<file path="config.mk">
export PLATFORM = sky130hd
export DESIGN_NAME = inputc
export DESIGN_NICKNAME = d
export VERILOG_FILES = /design/src/rtl/inputc.sv
export SDC_FILE = /design/constraint.sdc
export NUM_CORES = 1
export LEC_CHECK = 0
export ABC_AREA = 1
export CORE_MARGIN = 2
export CORE_UTILIZATION = 40
export DETAILED_ROUTE_END_ITERATION = 10
export PLACE_DENSITY = 0.62
export SLEW_MARGIN = 5
export SYNTH_ARGS = -nofsm -noshare
export SYNTH_HDL_FRONTEND = slang
export SYNTH_SLANG_ARGS = --single-unit
</file>
<file path="constraint.sdc">
create_clock -name clk -period 3.7 [get_ports clk]
set_clock_uncertainty 0.1 [all_clocks]
set_input_delay 0.74 -clock clk [delete_from_list [all_inputs] [get_ports clk]]
set_output_delay 0.74 -clock clk [all_outputs]
set_load 0.02 [all_outputs]
</file>
<file path="src/rtl/inputc.sv">
// inputc: router input channel with one FIFO per VC, packet-framing check,
// credit return and per-VC packet lock.
module inputc #(
    parameter int ROUTERID = 0,
    parameter int PCHID    = 0,
    parameter int DATAW    = 32,
    parameter int FIFOD    = 8
) (
    input  logic             clk,
    input  logic             rst,
    input  logic [DATAW-1:0] idata,
    input  logic             ivalid,
    input  logic             ivch,
    output logic [DATAW-1:0] odata0,
    output logic [DATAW-1:0] odata1,
    output logic [1:0]       ovalid,
    input  logic [1:0]       ideq,
    output logic [1:0]       oack,
    output logic [1:0]       olck,
    output logic             oerr
);
    localparam int AW = $clog2(FIFOD);
    localparam logic [AW:0] FULL = (AW+1)'(FIFOD);

    typedef enum logic {EIDLE, EPKT} state_t;

    if (FIFOD < 2 || (FIFOD & (FIFOD - 1)) != 0 || ROUTERID < 0 || PCHID < 0) begin : g_bad_param
        $error("inputc: FIFOD must be a power of two >= 2 and ids non-negative");
    end

    logic [1:0]       w_type;
    logic [DATAW-1:0] w_head [2];
    logic [1:0]       w_err;
    logic             r_err;

    assign w_type = idata[DATAW-1 -: 2];
    assign odata0 = w_head[0];
    assign odata1 = w_head[1];
    assign oerr   = r_err;

    for (genvar v = 0; v < 2; v++) begin : g_vc
        logic [DATAW-1:0] r_mem [FIFOD];
        logic [AW-1:0]    r_rd, r_wr;
        logic [AW:0]      r_cnt, r_pkt, w_pkt_nxt;
        logic             r_ack, r_lck;
        state_t           r_st, w_st_nxt;
        logic             w_req, w_deq, w_tail_out, w_proto, w_acc;

        assign w_req      = ivalid && (ivch == 1'(v));
        assign w_deq      = ideq[v] && (r_cnt != '0);
        assign w_tail_out = w_deq && (r_mem[r_rd][DATAW-1 -: 2] == 2'b11);

        always_ff @(posedge clk or posedge rst)
            if (rst) r_st <= EIDLE;
            else     r_st <= w_st_nxt;

        always_comb
            w_st_nxt = !w_acc ? r_st : (w_type == 2'b01) ? EPKT : (w_type == 2'b11) ? EIDLE : r_st;

        // a full FIFO still accepts when the same cycle frees a slot
        always_comb begin
            w_proto   = (r_st == EIDLE) ? (w_type == 2'b01) : (w_type == 2'b10 || w_type == 2'b11);
            w_acc     = w_req && w_proto && (r_cnt != FULL || w_deq);
            w_pkt_nxt = r_pkt + (AW+1)'(w_acc && w_type == 2'b01) - (AW+1)'(w_tail_out);
        end

        always_ff @(posedge clk or posedge rst)
            if (rst) begin
                r_rd  <= '0;
                r_wr  <= '0;
                r_cnt <= '0;
                r_pkt <= '0;
                r_ack <= 1'b0;
                r_lck <= 1'b0;
            end else begin
                r_rd  <= r_rd + AW'(w_deq);
                r_wr  <= r_wr + AW'(w_acc);
                r_cnt <= r_cnt + (AW+1)'(w_acc) - (AW+1)'(w_deq);
                r_pkt <= w_pkt_nxt;
                r_ack <= w_deq;
                r_lck <= (w_pkt_nxt != '0);
            end

        always_ff @(posedge clk)
            if (w_acc) r_mem[r_wr] <= idata;

        assign w_head[v] = (r_cnt != '0) ? r_mem[r_rd] : '0;
        assign w_err[v]  = w_req && !w_acc;
        assign ovalid[v] = (r_cnt != '0);
        assign oack[v]   = r_ack;
        assign olck[v]   = r_lck;
    end

    always_ff @(posedge clk or posedge rst)
        if (rst) r_err <= 1'b0;
        else     r_err <= r_err | (|w_err);
endmodule

</file>
==> flow_results.xml <==
<?xml version="1.0" encoding="UTF-8"?>
<metrics>
  <group name="clocking">
    <metric name="post_cts_hold_buffer_count" unit="">0</metric>
    <metric name="clockRootBuffer" unit="">sky130_fd_sc_hd__clkbuf_16</metric>
    <metric name="tritoncts.num_buffers" unit="">55</metric>
    <metric name="ctsHtreeMaxLevel" unit="">2</metric>
    <metric name="cts_tree" unit="">yes</metric>
    <metric name="clock_path_buffers" unit="">3</metric>
    <metric name="worstSkewPairLatency" unit="ns">0.59</metric>
    <metric name="clk_pin_slew_worst_paths" unit="ns">0.06</metric>
    <metric name="numClockSinks" unit="">547</metric>
  </group>
  <group name="synth">
    <metric name="post_synthesis_compound_gate_area_fraction" unit="">0.0698</metric>
    <metric name="ys_seq_area_frac" unit="">0.728</metric>
    <metric name="syn-cell-area" unit="sq um">22300</metric>
    <metric name="synth_seq_cells" unit="">547</metric>
    <metric name="synthesis.area_per_instance" unit="sq um">11.9</metric>
    <metric name="yosys.area_share.xor_xnor" unit="">0.00471</metric>
    <metric name="synth_simple_gate_area_share" unit="">0.140</metric>
    <metric name="synth.yosys.warnings" unit="">0</metric>
    <metric name="post_synth_mux_area_share" unit="">0</metric>
    <metric name="synthAdderAreaFrac" unit="">0.0193</metric>
    <metric name="gate_count_after_technology_mapping" unit="">1876</metric>
    <metric name="synthDistinctLibCells" unit="">25</metric>
    <metric name="synth_top_family_by_area" unit="">simple AND/OR/NAND/NOR gates</metric>
    <metric name="postSynthNetCount" unit="">1946</metric>
  </group>
  <group name="timing">
    <metric name="rsz0062_at_grt" unit="">no</metric>
    <metric name="final_hold_violations" unit="">0</metric>
    <metric name="relSlewSlack" unit="">0.328</metric>
    <metric name="setup_tns" unit="ns">0</metric>
    <metric name="report.final.setup_viol" unit="">0</metric>
    <metric name="timing.final.crit_share" unit="">0.979</metric>
    <metric name="maxClockFrequency" unit="MHz">276</metric>
    <metric name="timing.final.max_slew_violations" unit="">0</metric>
    <metric name="worst_pin_slew" unit="ns">1.01</metric>
    <metric name="fin_crit" unit="ns">3.62</metric>
  </group>
  <group name="floorplan">
    <metric name="initial_core_util" unit="">0.405</metric>
    <metric name="row_count" unit="">86</metric>
    <metric name="die_area" unit="sq um">57700</metric>
    <metric name="fp.dieH" unit="um">240</metric>
    <metric name="area_inside_the_core_boundary" unit="sq um">55200</metric>
    <metric name="die_width" unit="um">240</metric>
    <metric name="io_pins" unit="">109</metric>
  </group>
  <group name="hold_path">
    <metric name="min_path_cells" unit="">1</metric>
    <metric name="hold_path_startpoint" unit="">oerr</metric>
    <metric name="holdPathEnd" unit="">oerr</metric>
    <metric name="hold_path_class" unit="">flop to flop</metric>
  </group>
  <group name="worst_setup_path">
    <metric name="r2r_slack" unit="ns">0.59</metric>
    <metric name="reg2reg_depth" unit="">14</metric>
    <metric name="r2r-end" unit="">g_vc[1].r_lck</metric>
    <metric name="timing.rr.start" unit="">g_vc[1].r_rd[0]</metric>
    <metric name="crit_path_end_kind" unit="">output pin</metric>
    <metric name="cp_arrival" unit="ns">2.78</metric>
    <metric name="crit_type" unit="">flop to output pin</metric>
    <metric name="worst_setup_start_kind" unit="">flop</metric>
    <metric name="critPathRequiredTime" unit="ns">2.86</metric>
    <metric name="critical_path_peak_fanout" unit="">40</metric>
  </group>
  <group name="finish">
    <metric name="fin_util" unit="">0.478</metric>
    <metric name="leading_cell_types_in_the_layout_fill_and_taps_excluded" unit="">sky130_fd_sc_hd__edfxtp_1, sky130_fd_sc_hd__nor2_1, sky130_fd_sc_hd__nand2_1, sky130_fd_sc_hd__o21ai_0, sky130_fd_sc_hd__nand3_1</metric>
    <metric name="n_fill_cell" unit="">4823</metric>
    <metric name="drive_above_1_share" unit="">0.0797</metric>
    <metric name="syn2layout_area_growth" unit="%">18.2</metric>
    <metric name="nets" unit="">2072</metric>
    <metric name="num_antenna_cells" unit="">0</metric>
    <metric name="sequential_cell_area" unit="sq um">16300</metric>
    <metric name="commonest_non_fill_non_tap_cell_in_the_layout" unit="">sky130_fd_sc_hd__edfxtp_1</metric>
    <metric name="multi_input_comb_area" unit="sq um">5350</metric>
  </group>
  <group name="drt">
    <metric name="ant_nets" unit="">0</metric>
    <metric name="vias_per_cell" unit="">5.04</metric>
    <metric name="routed_wire_length_per_instance" unit="um">18.9</metric>
    <metric name="drc" unit="">0</metric>
    <metric name="drt_pre_antenna_iters" unit="">7</metric>
    <metric name="detailedRoute.firstIterationViolations" unit="">1124</metric>
    <metric name="routed_via_count" unit="">14079</metric>
    <metric name="finalWirelength" unit="um">52700</metric>
  </group>
  <group name="global_routing">
    <metric name="grt_max_degree" unit="">69</metric>
    <metric name="grt_remaining_overflow" unit="">0</metric>
    <metric name="number_of_antenna_violations_at_the_first_check_in_global_routing" unit="">0</metric>
    <metric name="globalRouteTotalUtil" unit="">0.185</metric>
    <metric name="grt_pass1_vias" unit="">14197</metric>
    <metric name="grt_first_pass_wirelength" unit="um">81400</metric>
  </group>
  <group name="place">
    <metric name="place.gp.congestion" unit="">0.767</metric>
    <metric name="place_hpwl" unit="um">30600</metric>
    <metric name="io_buffer_count" unit="">108</metric>
  </group>
  <group name="run">
    <metric name="maxCapViolCount" unit="">0</metric>
  </group>
  <group name="run_status">
    <metric name="outcome" unit="">completed</metric>
  </group>
  <group name="pwr">
    <metric name="total_leakage_power" unit="nW">9.83</metric>
    <metric name="pd_cells" unit="nW/um^2">807</metric>
    <metric name="power.ir.vdd_worst" unit="mV">0.597</metric>
  </group>
</metrics>
## state kept, by name, summed over array words and instances (netlist names)
name,count
g_vc.r_mem,512
g_vc.r_rd,6
g_vc.r_ack,2
g_vc.r_wr,6
g_vc.r_cnt,8
g_vc.r_lck,2
g_vc.r_pkt,8
g_vc.r_st,2
oerr,1
## critical path, cell delays in order (launching register included)
cell                              delay, ns
sky130_fd_sc_hd__dfrtp_4               0.56
sky130_fd_sc_hd__clkinv_2              0.16
sky130_fd_sc_hd__buf_16                0.22
sky130_fd_sc_hd__nor2_1                0.05
sky130_fd_sc_hd__o21ai_0               0.18
sky130_fd_sc_hd__a21oi_1               0.06
sky130_fd_sc_hd__nor2_1                0.29
sky130_fd_sc_hd__clkdlybuf4s50_1       0.67
## cell usage after synthesis
cell,instances,area [sq um]
sky130_fd_sc_hd__edfxtp_1,512,15400
sky130_fd_sc_hd__nor2_1,398,1490
sky130_fd_sc_hd__nand2_1,310,1160
sky130_fd_sc_hd__o21ai_0,205,1030
sky130_fd_sc_hd__nand3_1,86,430
sky130_fd_sc_hd__a21oi_1,64,320
sky130_fd_sc_hd__inv_1,64,240
sky130_fd_sc_hd__buf_2,38,190
sky130_fd_sc_hd__o21ai_1,38,190
sky130_fd_sc_hd__dfrtp_1,35,876
sky130_fd_sc_hd__clkbuf_1,33,124
sky130_fd_sc_hd__ha_1,28,350
sky130_fd_sc_hd__buf_6,16,180
sky130_fd_sc_hd__buf_4,10,75.1
sky130_fd_sc_hd__buf_1,7,26.3
sky130_fd_sc_hd__inv_2,6,22.5
sky130_fd_sc_hd__xnor2_1,6,52.6
sky130_fd_sc_hd__xor2_1,6,52.6
sky130_fd_sc_hd__fa_1,4,80.1
sky130_fd_sc_hd__o211ai_1,3,22.5
sky130_fd_sc_hd__nor3_1,2,10.0
sky130_fd_sc_hd__or2_2,2,12.5
sky130_fd_sc_hd__nand3b_1,1,7.51
sky130_fd_sc_hd__nor2_2,1,6.26
sky130_fd_sc_hd__nor3b_1,1,7.51
## stage by stage
stage	setup WS, ns	cells	hold slack (ns)	power (mW)	instance area (sq um)
6_report	0.0790	2793	0.405	21.3	26400
5_1_grt	0.000913	2793	0.428	22.6	26400
2_1_floorplan	0.492	1876	0.363	12.9	22300
3_3_place_gp	0.167	2691	0.383	16.1	24600
3_5_place_dp	0.153	2691	0.381	16.2	24600
4_1_cts	0.00414	2792	0.405	21.5	26300
## routing by layer
layer  GRT usage  vias to the layer above  part of all wire
li1            -                     6736                 -
met1       0.245                     6898              0.44
met2       0.308                      361              0.48
met3      0.0327                       84             0.052
met4      0.0625                        0             0.029
met5           0                        -                 0
## area by class of cell
class                   instances  area share
clock buffers                  73      0.0547
clock inverters                27     0.00772
inverters                      70      0.0100
multi-input cells            1155       0.202
flip-flops and latches        547       0.616
well taps                     748      0.0354
repair buffers                173      0.0739
## power breakdown
part	leakage [nW]	internal, mW	total (mW)	switching, mW
logic	4.01	3.16	8.65	5.48
clock network	0.808	2.94	5.17	2.24
registers	5.01	7.23	7.50	0.274
## worst max-delay path by stage
stage | from | to | slack [ns] | cells after the start
2_1_floorplan | idata[30] | g_vc[1].r_mem[1][0] | 0.49 | 8
3_3_place_gp | idata[31] | g_vc[0].r_lck | 0.17 | 16
3_5_place_dp | idata[31] | g_vc[0].r_lck | 0.15 | 16
4_1_cts | g_vc[0].r_cnt[2] | odata0[19] | 0.004 | 9
5_1_grt | g_vc[1].r_rd[0] | odata1[10] | 0.0009 | 7
6_report | g_vc[1].r_rd[0] | odata1[2] | 0.08 | 7
## timing repair
action / CTS / global route
cloned: 1 / 0
setup endpoints to repair: 26 / 42
resized for setup: 11 / 27
setup buffers: 0 / 1
## cell families (layout without fill, tap and decap cells)
kind of cell	after synthesis	count (layout)
buffers and inverters	174	343
AOI/OAI and AO/OA	310	310
DFF	547	547
adders and majority gates	32	32
xor gates and xnor gates	12	12
and+or+nand+nor	801	801
(Power assumes the default switching activity.)
==> patch 1: new RTL, config.mk and constraints unchanged <==
Change the parameter `FIFOD` from 8 to 4.
--- a/src/rtl/inputc.sv
+++ b/src/rtl/inputc.sv
@@ -5,5 +5,5 @@
     parameter int PCHID    = 0,
     parameter int DATAW    = 32,
-    parameter int FIFOD    = 8
+    parameter int FIFOD    = 4
 ) (
     input  logic             clk,
Formal check against the unedited RTL: not equivalent (a bounded check fails within 10 cycles, from zero or initial values and one cycle with rst high).
==> patch 1 against the original RTL <==
  * Critical path depth is 1 lower
  * Total power is 45% lower
  * Routed wire length is 52% lower
  * Area after synthesis is 49% lower
  * First-iteration DRC count is 57% lower
  * Cell area is 48% lower
  * Core utilization is 1.8 points higher
  * Worst setup slack better by 140 ps
  * Sequential cell count is 264 lower
  * Synthesized cell count is 52% lower
==> patch 1: results (changes against the original RTL) <==
[synth]
synthArstFlopShare_pct=9.541  ; +3.1 points
synth-edff-count=256  ; -50%
ys_seq_area_share_pct=73.62  ; +0.86 points
synth_cells=908  ; -52%
synthesis.nets=962  ; -51%
synth-compound-area-share_pct=8.107  ; +1.1 points

[layout]
reg.largest.list=g_vc.r_mem: 256 flops, g_vc.r_cnt: 6 flops, g_vc.r_pkt: 6 flops
drive_above_1_share_pct=8.824  ; +0.85 points

[drt]
met3_length_mm=1.293  ; -53%
drt_pre_antenna_iters=5  ; -2
routedLengthMet1_mm=11.57  ; -50%
num_vias=7080  ; -50%
drtIter0Drc=478  ; -57%
drt-total-wl_mm=25.30  ; -52%
routed-wl-met2_mm=12.10  ; -52%
route.detailed.wl_per_inst_um=17.67  ; -6.4%

[clocking]
worst_skew_pair.late_latency_ps=550  ; -40 ps
cts_inserted_buffers=30  ; -45%

[power]
power.share.combinational_pct=42.1  ; +1.5 points
seq_power_share_pct=33.6  ; -1.6 points
p_switching_mw=4.288  ; -46%
power.leakage_nw=4.916  ; -50%

[grt]
gr-usage-met1_pct=23.60  ; -0.94 points
grt_pass1_vias=7036  ; -50%

[placed_design]
placed_cells_incl_taps=1376  ; -49%

[outcome]
outcome=completed

## patch 1: cell count changes in the layout (fill, tap and decap cells not counted), moves of 23 or more
cell and change:
sky130_fd_sc_hd__nand2_1 -261, sky130_fd_sc_hd__edfxtp_1 -256, sky130_fd_sc_hd__o21ai_0 -158, sky130_fd_sc_hd__nor2_1 -129
sky130_fd_sc_hd__nand3_1 -75, sky130_fd_sc_hd__o21ai_1 +38, sky130_fd_sc_hd__inv_1 -28, sky130_fd_sc_hd__clkbuf_16 -24
sky130_fd_sc_hd__clkdlybuf4s50_1 +23
## patch 1: final cells by class
class,instances,area (um2)
clock buffer,42,837.1
sequential,283,8366
inverter,40,151.4
fill,2419,14030
tap,378,473.0
timing repair buffer,140,1359
multi-input combinational,535,2549
clock inverter,14,96.34
## patch 1: final timing paths
kind	end	slack, ps	cells after the start	start
min in group asynchronous	g_vc[0].r_pkt[2]	470	3	rst
max	odata0[14]	220	6	g_vc[0].r_rd[0]
min	g_vc[1].r_cnt[2]	380	1	g_vc[1].r_cnt[2]
max reg2reg	g_vc[0].r_lck	840	12	g_vc[0].r_rd[1]
min reg2reg	g_vc[1].r_cnt[2]	380	1	g_vc[1].r_cnt[2]
max in group asynchronous	g_vc[0].r_rd[0]	2720	3	rst
## patch 1: through the flow
| step | utilization, % | TNS [ps] | instance area, um2 |
|---|---|---|---|
| after global placement | 46.29 | 0 | 12900 |
| after global routing | 49.65 | 0 | 13830 |
| after floorplan | - | -28530 | 11360 |
| after detailed placement | 46.29 | 0 | 12900 |
| final | 49.65 | 0 | 13830 |
| after CTS | 49.64 | 0 | 13830 |
## patch 1: repair_timing
item                                    in CTS  in global routing
gates resized for setup                      0                  1
endpoints found under the hold margin        0                  0
hold buffers                                 0                  0
endpoints found under the setup margin       0                  3
==> patch 2: new RTL, same settings <==
Without the edit above. Register the output `oerr` once more, with the module's reset; this adds one clock of latency there. The other outputs are not delayed to match.
--- a/src/rtl/inputc.sv
+++ b/src/rtl/inputc.sv
@@ -37,5 +37,11 @@
     assign odata0 = w_head[0];
     assign odata1 = w_head[1];
-    assign oerr   = r_err;
+    always_ff @(posedge clk or posedge rst) begin
+        if (rst) begin
+            oerr <= '0;
+        end else begin
+            oerr <= r_err;
+        end
+    end
 
     for (genvar v = 0; v < 2; v++) begin : g_vc
Check against the original RTL: not equivalent (a bounded check fails within 4 cycles, from zero or initial values and one cycle with rst high).
==> patch 2 against the original RTL <==
  * Sequential share of layout area fell by 0.22 points
  * Routed wire length fell by 0.61%
  * Synthesized cell count rose by 0.16%
  * Combinational power fell by 0.5%
  * Total power rose by 0.79%
  * Cell area rose by 0.50%
  * Largest cell class unchanged
  * Worst setup slack improved by 62 ps
  * Sequential cell count rose by 1
  * Area after synthesis rose by 0.18%
  * Critical path type unchanged
==> patch 2: results (changes against the original RTL) <==
[synth]
ys_types=26  ; +4.0%
ys_top_cells_by_area=sky130_fd_sc_hd__edfxtp_1 (69%), sky130_fd_sc_hd__nor2_1 (6.7%), sky130_fd_sc_hd__nand2_1 (5.2%)
synth_cells=1879  ; +0.16%
ys_seq_area_share_pct=72.74  ; about the same
synthArstFlopShare_pct=6.569  ; +0.17 points
synth_top_flop_cell=sky130_fd_sc_hd__edfxtp_1
post_synth_top_cells=sky130_fd_sc_hd__edfxtp_1 (512), sky130_fd_sc_hd__nor2_1 (398), sky130_fd_sc_hd__nand2_1 (308)

[grt]
grt_antenna_before_repair=0  ; unchanged
grt_use_met2_pct=31.02  ; +0.23 points
pin_count_of_the_biggest_net_entering_global_routing=96  ; +39%
globalRouteTotalUtil_pct=18.18  ; -0.32 points
gr-usage-met1_pct=24.33  ; -0.21 points
grt_util_met3_pct=2.480  ; -0.79 points
grt_pass1_wl_mm=80.74  ; -0.78%

[drt]
drtIter0Drc=1208  ; +7.5%
route.detailed.wl_per_inst_um=18.79  ; -0.50%
num_vias=14160  ; +0.60%
drt_pre_antenna_iters=5  ; -2

[power]
power.leakage_nw=9.903  ; +0.72%
vdd.ir_drop.worst_v=0.0005795  ; -3.0%

[layout]
drive_above_1_share_pct=8.374  ; +0.40 points
nNetsFinal=2074  ; +0.097%
diode_insertion_count_for_antenna_repair=0  ; unchanged
layoutNonFillerInstCount=2790  ; -0.11%

[clocking]
cts.clk_slew.worst_paths_ps=60  ; about the same
cts_inserted_buffers=54  ; -1.8%
clock_buffer_depth=3  ; unchanged

[placed_design]
routabilityCongestion=0.7568  ; -1.4%
placed_cells_incl_taps=2693  ; +0.074%
dpl.hpwl_mm=30.19  ; -1.4%
placement.setup.worst_slack_ps=77.94  ; -75.35 ps

[worst_setup_path]
cp_slowest_stage_delay_ps=640  ; -30 ps
critPathMaxFanout=29  ; -28%

[min_path]
worst_hold_path_type=flip-flop to flip-flop

[outcome]
outcome=completed

[sta]
worst-slew-pin-transition_ps=753.9  ; -252.3 ps

-- patch 2: cell types whose count changed after synthesis, moves of 2 or more --
cell and delta:
sky130_fd_sc_hd__inv_1 +3, sky130_fd_sc_hd__buf_2 -2, sky130_fd_sc_hd__clkbuf_1 +2, sky130_fd_sc_hd__nand2_1 -2
-- patch 2: report_power, final --
part	leakage (nW)	total (mW)	switching [mW]	internal, mW
sequential	5.02	7.45	0.218	7.24
clock	0.855	5.43	2.28	3.15
combinational	4.03	8.61	5.50	3.11
total	9.90	21.5	8.00	13.5
-- patch 2: worst max-delay path: cells and delay by family, from the launching register on --
| kind | cells | cell delay [ps] |
|---|---|---|
| AO/OA/AOI/OAI | 1 | 130 |
| flip-flops | 1 | 570 |
| buffers and inverters | 3 | 1080 |
| AND/OR/NAND/NOR | 3 | 330 |
-- patch 2: final timing paths --
path | start | end | slack (ps) | cells past startpoint
setup / recovery | g_vc[0].r_rd[0] | odata0[26] | 140 | 7
hold / removal | r_err | oerr | 290 | 0
setup reg to reg | g_vc[1].r_rd[0] | g_vc[1].r_lck | 560 | 15
hold reg to reg | r_err | oerr | 290 | 0
max in group asynchronous | rst | g_vc[0].r_rd[0] | 2520 | 3
min in group asynchronous | rst | g_vc[1].r_cnt[0] | 300 | 2
-- patch 2: metal layers --
metal	part of all wire, %	wire length [um]
met5	0	0
met2	49	25820
met1	43	22690
met4	2.2	1128
met3	5.3	2781
-- patch 2: what timing repair did --
action                                  in CTS  in global routing
hold buffers                                 0                  0
hold endpoints to repair                     0                  0
resized for setup                           11                 30
endpoints found under the setup margin      32                 40
gates cloned                                 0                  1
buffers inserted                             1                  1
-- patch 2: kinds of logic (layout without fill, tap and decap cells) --
group,after synthesis,in the layout,share of synthesized area [%]
AOI/OAI and AO/OA,311,311,7.001
and+or+nand+nor,799,799,13.96
DFF,548,548,72.74
xor gates and xnor gates,12,12,0.4697
buffers and inverters,177,340,3.909
adders and majority gates,32,32,1.924
-- patch 2: layout make-up --
type / instances / area [um2]
fill: 4840 / 28660
sequential: 548 / 16290
multi-input combinational: 1154 / 5340
timing repair buffer: 173 / 1944
clock buffer: 69 / 1468
tap: 748 / 935.9
clock inverter: 25 / 287.8
inverter: 73 / 281.5
-- patch 2: through the flow --
step	instance area, um2	power (mW)	utilization [%]	hold WS (ps)
after floorplan	22380	12.89	-	245.4
after global placement	24640	16.04	44.64	268.7
after detailed placement	24640	16.20	44.64	259.5
after CTS	26420	21.66	47.86	286.9
after global routing	26540	22.78	48.08	320.2
final	26540	21.49	48.08	287.5
